`config.mk`:
```
export PLATFORM = sky130hd
export DESIGN_NAME = argmax_scheduler
export DESIGN_NICKNAME = d
export VERILOG_FILES = /design/src/rtl/argmax_scheduler.sv
export SDC_FILE = /design/constraint.sdc
export NUM_CORES = 1
export LEC_CHECK = 0
export CAP_MARGIN = 20
export CORE_AREA = 3 3 317 319
export DETAILED_ROUTE_END_ITERATION = 12
export DIE_AREA = 0 0 320 322
export GPL_TIMING_DRIVEN = 1
export RECOVER_POWER = 100
export SKIP_LAST_GASP = 1
export SLEW_MARGIN = 40
export SYNTH_ARGS = -nofsm -noshare
export SYNTH_HDL_FRONTEND = slang
export SYNTH_SLANG_ARGS = --single-unit
```
`constraint.sdc`:
```
create_clock -name i_clk -period 12 [get_ports i_clk]
set_input_delay 2.4 -clock i_clk [delete_from_list [all_inputs] [get_ports i_clk]]
set_output_delay 2.4 -clock i_clk [all_outputs]
set_load 0.005 [all_outputs]
```
`src/rtl/argmax_scheduler.sv`:
```
// argmax_scheduler
//   Shares one argmax unit among numReq output-layer lanes. A round-robin
//   arbiter grants one requesting lane, its score vector is captured and
//   launched into the argmax unit, the result is awaited under a timeout
//   watchdog, and the class index is returned tagged with the lane ID.
//
// Ports
//   i_clk        rising-edge clock
//   i_rst        asynchronous active-high reset
//   i_req_valid  per-lane request valid
//   i_req_data   lane k vector at [k*numInput*inputWidth +: numInput*inputWidth]
//   o_req_ready  one-hot accept strobe (combinational, IDLE only)
//   o_mf_data    captured vector to the argmax unit
//   o_mf_valid   one-cycle launch pulse to the argmax unit
//   i_mf_data    argmax unit class index
//   i_mf_valid   argmax unit result valid (sticky until next launch)
//   o_res_valid  result valid, held until i_res_ready
//   o_res_class  winning class index (4'hF on timeout)
//   o_res_id     lane that issued the request
//   o_res_err    result produced by the watchdog
//   i_res_ready  sink accepts result
//   o_timeout    sticky watchdog flag, cleared only by reset
//   o_busy       high whenever not idle
module argmax_scheduler #(
  parameter int numReq        = 4,
  parameter int idWidth       = 2,
  parameter int numInput      = 10,
  parameter int inputWidth    = 16,
  parameter int timeoutCycles = 32
) (
  input  logic                                  i_clk,
  input  logic                                  i_rst,
  input  logic [numReq-1:0]                     i_req_valid,
  input  logic [numReq*numInput*inputWidth-1:0] i_req_data,
  output logic [numReq-1:0]                     o_req_ready,
  output logic [numInput*inputWidth-1:0]        o_mf_data,
  output logic                                  o_mf_valid,
  input  logic [3:0]                            i_mf_data,
  input  logic                                  i_mf_valid,
  output logic                                  o_res_valid,
  output logic [3:0]                            o_res_class,
  output logic [idWidth-1:0]                    o_res_id,
  output logic                                  o_res_err,
  input  logic                                  i_res_ready,
  output logic                                  o_timeout,
  output logic                                  o_busy
);

  localparam int VecW = numInput * inputWidth;
  localparam int CntW = $clog2(timeoutCycles + 1);

  typedef enum logic [1:0] {ST_IDLE, ST_LAUNCH, ST_WAIT, ST_RESP} state_t;

  state_t              state;
  state_t              state_nx;
  logic [idWidth-1:0]  ptr;
  logic [CntW-1:0]     wait_cnt;

  logic [2*numReq-1:0] req_rot;
  logic                grant_hit;
  logic [idWidth-1:0]  grant_id;
  logic [idWidth:0]    grant_sum;

  // Rotating the doubled request vector by the pointer turns the circular
  // search into a plain lowest-bit-first scan; the hit offset is then
  // folded back modulo numReq.
  always_comb begin
    req_rot   = {i_req_valid, i_req_valid} >> ptr;
    grant_hit = 1'b0;
    grant_id  = '0;
    grant_sum = '0;
    for (int unsigned i = 0; i < numReq; i++) begin
      if (!grant_hit && req_rot[i]) begin
        grant_hit = 1'b1;
        grant_sum = {1'b0, ptr} + (idWidth+1)'(i);
        if (grant_sum >= (idWidth+1)'(numReq))
          grant_sum = grant_sum - (idWidth+1)'(numReq);
        grant_id = grant_sum[idWidth-1:0];
      end
    end
  end

  always_ff @(posedge i_clk or posedge i_rst) begin
    if (i_rst) state <= ST_IDLE;
    else       state <= state_nx;
  end

  always_comb begin
    state_nx    = state;
    o_req_ready = '0;
    o_mf_valid  = 1'b0;
    o_busy      = (state != ST_IDLE);
    case (state)
      ST_IDLE: begin
        if (grant_hit) begin
          o_req_ready = numReq'(1) << grant_id;
          state_nx    = ST_LAUNCH;
        end
      end
      ST_LAUNCH: begin
        o_mf_valid = 1'b1;
        state_nx   = ST_WAIT;
      end
      ST_WAIT: begin
        if (i_mf_valid || wait_cnt == CntW'(1)) state_nx = ST_RESP;
      end
      ST_RESP: begin
        if (i_res_ready) state_nx = ST_IDLE;
      end
      default: state_nx = ST_IDLE;
    endcase
  end

  always_ff @(posedge i_clk or posedge i_rst) begin
    if (i_rst) begin
      ptr         <= '0;
      o_mf_data   <= '0;
      wait_cnt    <= '0;
      o_res_valid <= 1'b0;
      o_res_class <= '0;
      o_res_id    <= '0;
      o_res_err   <= 1'b0;
      o_timeout   <= 1'b0;
    end else begin
      case (state)
        ST_IDLE: begin
          if (grant_hit) begin
            o_mf_data <= i_req_data[grant_id*VecW +: VecW];
            o_res_id  <= grant_id;
          end
        end
        ST_LAUNCH: wait_cnt <= CntW'(timeoutCycles);
        ST_WAIT: begin
          // A real result in the last watchdog cycle still wins.
          if (i_mf_valid) begin
            o_res_class <= i_mf_data;
            o_res_err   <= 1'b0;
            o_res_valid <= 1'b1;
          end else if (wait_cnt == CntW'(1)) begin
            o_res_class <= 4'hF;
            o_res_err   <= 1'b1;
            o_timeout   <= 1'b1;
            o_res_valid <= 1'b1;
          end else begin
            wait_cnt <= wait_cnt - 1'b1;
          end
        end
        ST_RESP: begin
          if (i_res_ready) begin
            o_res_valid <= 1'b0;
            ptr <= (o_res_id == idWidth'(numReq - 1)) ? '0 : o_res_id + 1'b1;
          end
        end
        default: ;
      endcase
    end
  end

endmodule

```
==> impl_metrics.sql <==
INSERT INTO impl_metrics (metric_group, metric, value, unit) VALUES
('drt', 'detail_route.vias_per_cell', '4.39', ''),
('timing', 'fin_crit', '8.17', 'ns'),
('power_and_ir_drop', 'static-leakage-power', '7.17', 'nW'),
('final_layout', 'final_design_area_no_fill', '21300', 'um2'),
('final_layout', 'fraction_of_layout_cells_with_a_size_suffix_above_1', '6.92', '%'),
('clocking', 'tritoncts_num_sinks', '179', ''),
('final_layout', 'number_of_nets_in_the_final_layout', '2611', ''),
('drt', 'vias', '14309', ''),
('yosys', 'yosysWarningCount', '0', ''),
('floorplanning', 'start_util', '11.6', '%'),
('run', 'max-cap-violations', '8', ''),
('clocking', 'ctsResizeCount', '0', ''),
('global_route', 'grt_start_max_net_pins', '102', ''),
('timing', 'relSlewSlack', '-161', '%'),
('setup_path', 'r2r_setup_slack', '5.99', 'ns'),
('yosys', 'synthesis.instances', '1242', ''),
('drt', 'drt_iter0_markers', '917', ''),
('drt', 'routed_wl', '81900', 'um'),
('global_route', 'global_route_wire_length_before_repair', '111000', 'um'),
('hold_path', 'worstHoldPathType', 'flip-flop to flip-flop', ''),
('final_layout', 'final.fill_count', '10839', ''),
('floorplanning', 'floorplan.io_pins', '827', ''),
('yosys', 'ys_types', '43', ''),
('yosys', 'most_used_dff_post_synth', 'sky130_fd_sc_hd__dfrtp_1', ''),
('run_status', 'outcome', 'finished, violations left', ''),
('global_route', 'all_layer_gr_usage', '15.1', '%'),
('setup_path', 'timing.critical_path.arrival', '8.58', 'ns'),
('setup_path', 'cp-start-kind', 'primary input', ''),
('global_route', 'grt_remaining_overflow', '0', ''),
('yosys', 'synth_area', '11400', 'um2'),
('final_layout', 'final_common_cell', 'sky130_fd_sc_hd__clkdlybuf4s50_1', ''),
('setup_path', 'worst_setup_path_end_kind', 'flip-flop', ''),
('timing', 'worst-slew-pin-transition', '3.89', 'ns'),
('final_layout', 'multi_input_comb_area', '6050', 'um2'),
('timing', 'whs', '0.469', 'ns'),
('clocking', 'postCtsSetupRepairBufs', '0', ''),
('yosys', 'ys_seq_area_share', '39.3', '%'),
('timing', 'layout_worst_path_cycle_share', '68.1', '%'),
('yosys', 'share_of_async_settable_or_async_resettable_flops_after_synthesis', '100', '%'),
('placed_design', 'dp.final_hpwl', '64400', 'um'),
('setup_path', 'path_class', 'primary input to flip-flop', ''),
('floorplanning', 'die_w', '320', 'um'),
('power_and_ir_drop', 'power.density_cell_area', '206', 'nW/um2'),
('clocking', 'worstSkewPairLatency', '0.50', 'ns'),
('timing', 'slew_violations', '355', ''),
('placed_design', 'place.gp.congestion', '0.900', ''),
('global_route', 'via_count_of_the_first_global_routing_pass', '14153', ''),
('placed_design', 'io_buffers', '826', ''),
('global_route', 'grt_antenna_before_repair', '23', ''),
('final_layout', 'most-common-layout-cells', '648 x sky130_fd_sc_hd__clkdlybuf4s50_1, 179 x sky130_fd_sc_hd__dfrtp_1, 177 x sky130_fd_sc_hd__dlygate4sd3_1, 169 x sky130_fd_sc_hd__nor2_1, 168 x sky130_fd_sc_hd__o21ai_0', ''),
('yosys', 'nets_in_the_synthesized_netlist', '1901', ''),
('final_layout', 'ff_latch_area', '4480', 'um2'),
('clocking', 'clk_transition_reported_paths', '0.09', 'ns'),
('setup_path', 'crit_fanout', '60', ''),
('clocking', 'clockBufferDepth', '2', ''),
('yosys', 'synth_enable_flop_cells', '0', ''),
('drt', 'ant_nets', '0', ''),
('timing', 'hold_viol', '0', ''),
('final_layout', 'syn_to_final_growth', '87.0', '%'),
('floorplanning', 'row_cnt', '115', ''),
('drt', 'first_pass_iters', '5', ''),
('drt', 'route.detailed.wl_per_inst', '25.1', 'um'),
('run_status', 'failed_checks', 'max-capacitance violations, max-slew violations', ''),
('clocking', 'ctsRootBufferMaster', 'sky130_fd_sc_hd__clkbuf_16', ''),
('timing', 'fin_worst_skew', '0.0143', 'ns'),
('timing', 'report.final.setup_viol', '0', ''),
('floorplanning', 'floorplan.core_area', '98100', 'um2'),
('clocking', 'post_cts_hold_fix_bufs', '0', ''),
('timing', 'max_clock_freq', '122', 'MHz'),
('clocking', 'cts-htree-levels', '4', ''),
('clocking', 'clock_tree_from_tritoncts', 'done', ''),
('yosys', 'synth_seq_cells', '179', ''),
('timing', 'rsz_0062_raised_after_global_routing', 'false', ''),
('clocking', 'total_cts_buffers', '17', ''),
('setup_path', 'cp_data_required_time', '12.41', 'ns'),
('yosys', 'avgSynthCellArea', '9.17', 'um2'),
('floorplanning', 'dieArea', '103000', 'um2'),
('drt', 'route.detailed.drc', '0', ''),
('power_and_ir_drop', 'worst_ir_drop_vdd', '86.6', 'uV'),
('placed_design', 'cell_area_after_placement', '20700', 'um2'),
('floorplanning', 'die_y', '322', 'um'),
('timing', 'timing.setup.tns', '0', 'ns');
==> layer usage <==
metal	up-vias	GRT usage, %	routed length [um]
met3	88	3.82	5740
met5	-	0	13
li1	6387	-	-
met1	7095	18.3	33300
met2	737	26.1	40900
met4	2	4.76	1940
==> power breakdown <==
part / switching (W) / leakage [nW] / internal [W]
logic: 0.00154 / 4.86 / 0.00115
registers: 0.000185 / 2.03 / 0.000918
clock network: 0.000314 / 0.285 / 0.000292
==> cell type report <==
type / instances / share of cell area, %
diodes: 7 / 0.0823
clock buffers: 17 / 2.00
clock inverters: 15 / 0.699
inverters: 8 / 0.147
multi-input cells: 893 / 28.4
flip-flops and latches: 179 / 21.0
well taps: 1287 / 7.56
repair buffers: 853 / 40.1
==> through the flow <==
step           util [%]  instances  worst slack [ns]  power (W)
2_1_floorplan         -       1242              4.74    0.00241
3_3_place_gp       21.0       3213              4.78    0.00390
3_5_place_dp       21.1       3218              4.74    0.00396
4_1_cts            21.7       3250              4.74    0.00460
5_1_grt            21.7       3258              3.20    0.00470
6_report           21.7       3259              3.83    0.00439
==> flip-flops by register name, indices dropped and copies added (netlist names) <==
name,count
state,2
o_timeout,1
ptr,2
wait_cnt,6
o_res_valid,1
o_mf_data,160
o_res_class,4
o_res_id,2
o_res_err,1
==> synthesized netlist by cell type, types with 2 or more instances <==
library cell	number	area (um2)
sky130_fd_sc_hd__ha_1	7	87.6
sky130_fd_sc_hd__xor2_1	2	17.5
sky130_fd_sc_hd__a41oi_1	160	1400
sky130_fd_sc_hd__o21bai_1	2	15.0
sky130_fd_sc_hd__o21ai_0	168	841
sky130_fd_sc_hd__o211a_1	3	30.0
sky130_fd_sc_hd__xnor2_1	2	17.5
sky130_fd_sc_hd__a21o_1	2	15.0
sky130_fd_sc_hd__nor2b_1	6	37.5
sky130_fd_sc_hd__dfrtp_1	179	4480
sky130_fd_sc_hd__buf_6	19	214
sky130_fd_sc_hd__and2_1	5	31.3
sky130_fd_sc_hd__o22a_1	4	35.0
sky130_fd_sc_hd__nor3_1	2	10.0
sky130_fd_sc_hd__a22oi_1	84	631
sky130_fd_sc_hd__nor2_1	168	631
sky130_fd_sc_hd__inv_1	8	30.0
sky130_fd_sc_hd__a22oi_2	76	951
sky130_fd_sc_hd__a31oi_1	160	1000
sky130_fd_sc_hd__clkbuf_1	83	312
sky130_fd_sc_hd__nand3_1	5	25.0
sky130_fd_sc_hd__buf_2	47	235
sky130_fd_sc_hd__buf_4	12	90.1
sky130_fd_sc_hd__nand2_1	10	37.5
sky130_fd_sc_hd__nand2b_1	4	25.0
sky130_fd_sc_hd__a21oi_1	7	35.0
==> critical path: stages <==
cell                            delay [ns]
sky130_fd_sc_hd__dlygate4sd3_1        0.92
sky130_fd_sc_hd__nor4_1               0.21
sky130_fd_sc_hd__nor2_1               0.98
sky130_fd_sc_hd__clkbuf_1             1.20
sky130_fd_sc_hd__clkbuf_1             2.34
sky130_fd_sc_hd__nor2_1               0.07
sky130_fd_sc_hd__a31oi_1              0.28
==> cell families after synthesis <==
| logic type | Yosys count | synth area share (%) |
|---|---|---|
| DFF | 179 | 39.3 |
| adders and majority gates | 7 | 0.769 |
| muxes | 1 | 0.0989 |
| buffers and inverters | 170 | 7.77 |
| xor gates and xnor gates | 4 | 0.308 |
| AOI/OAI and AO/OA | 676 | 44.2 |
| and+or+nand+nor | 205 | 7.46 |
==> final timing paths <==
path,start,to,depth (start not counted)
max,i_req_valid[2],o_mf_data[45],7
max in group asynchronous,i_rst,o_mf_data[113],3
max reg2reg,state[0],o_mf_data[45],8
min in group asynchronous,i_rst,o_mf_data[36],2
min,o_timeout,o_timeout,1
min reg2reg,o_timeout,o_timeout,1
No activity file was read; power rests on OpenSTA's default activity.
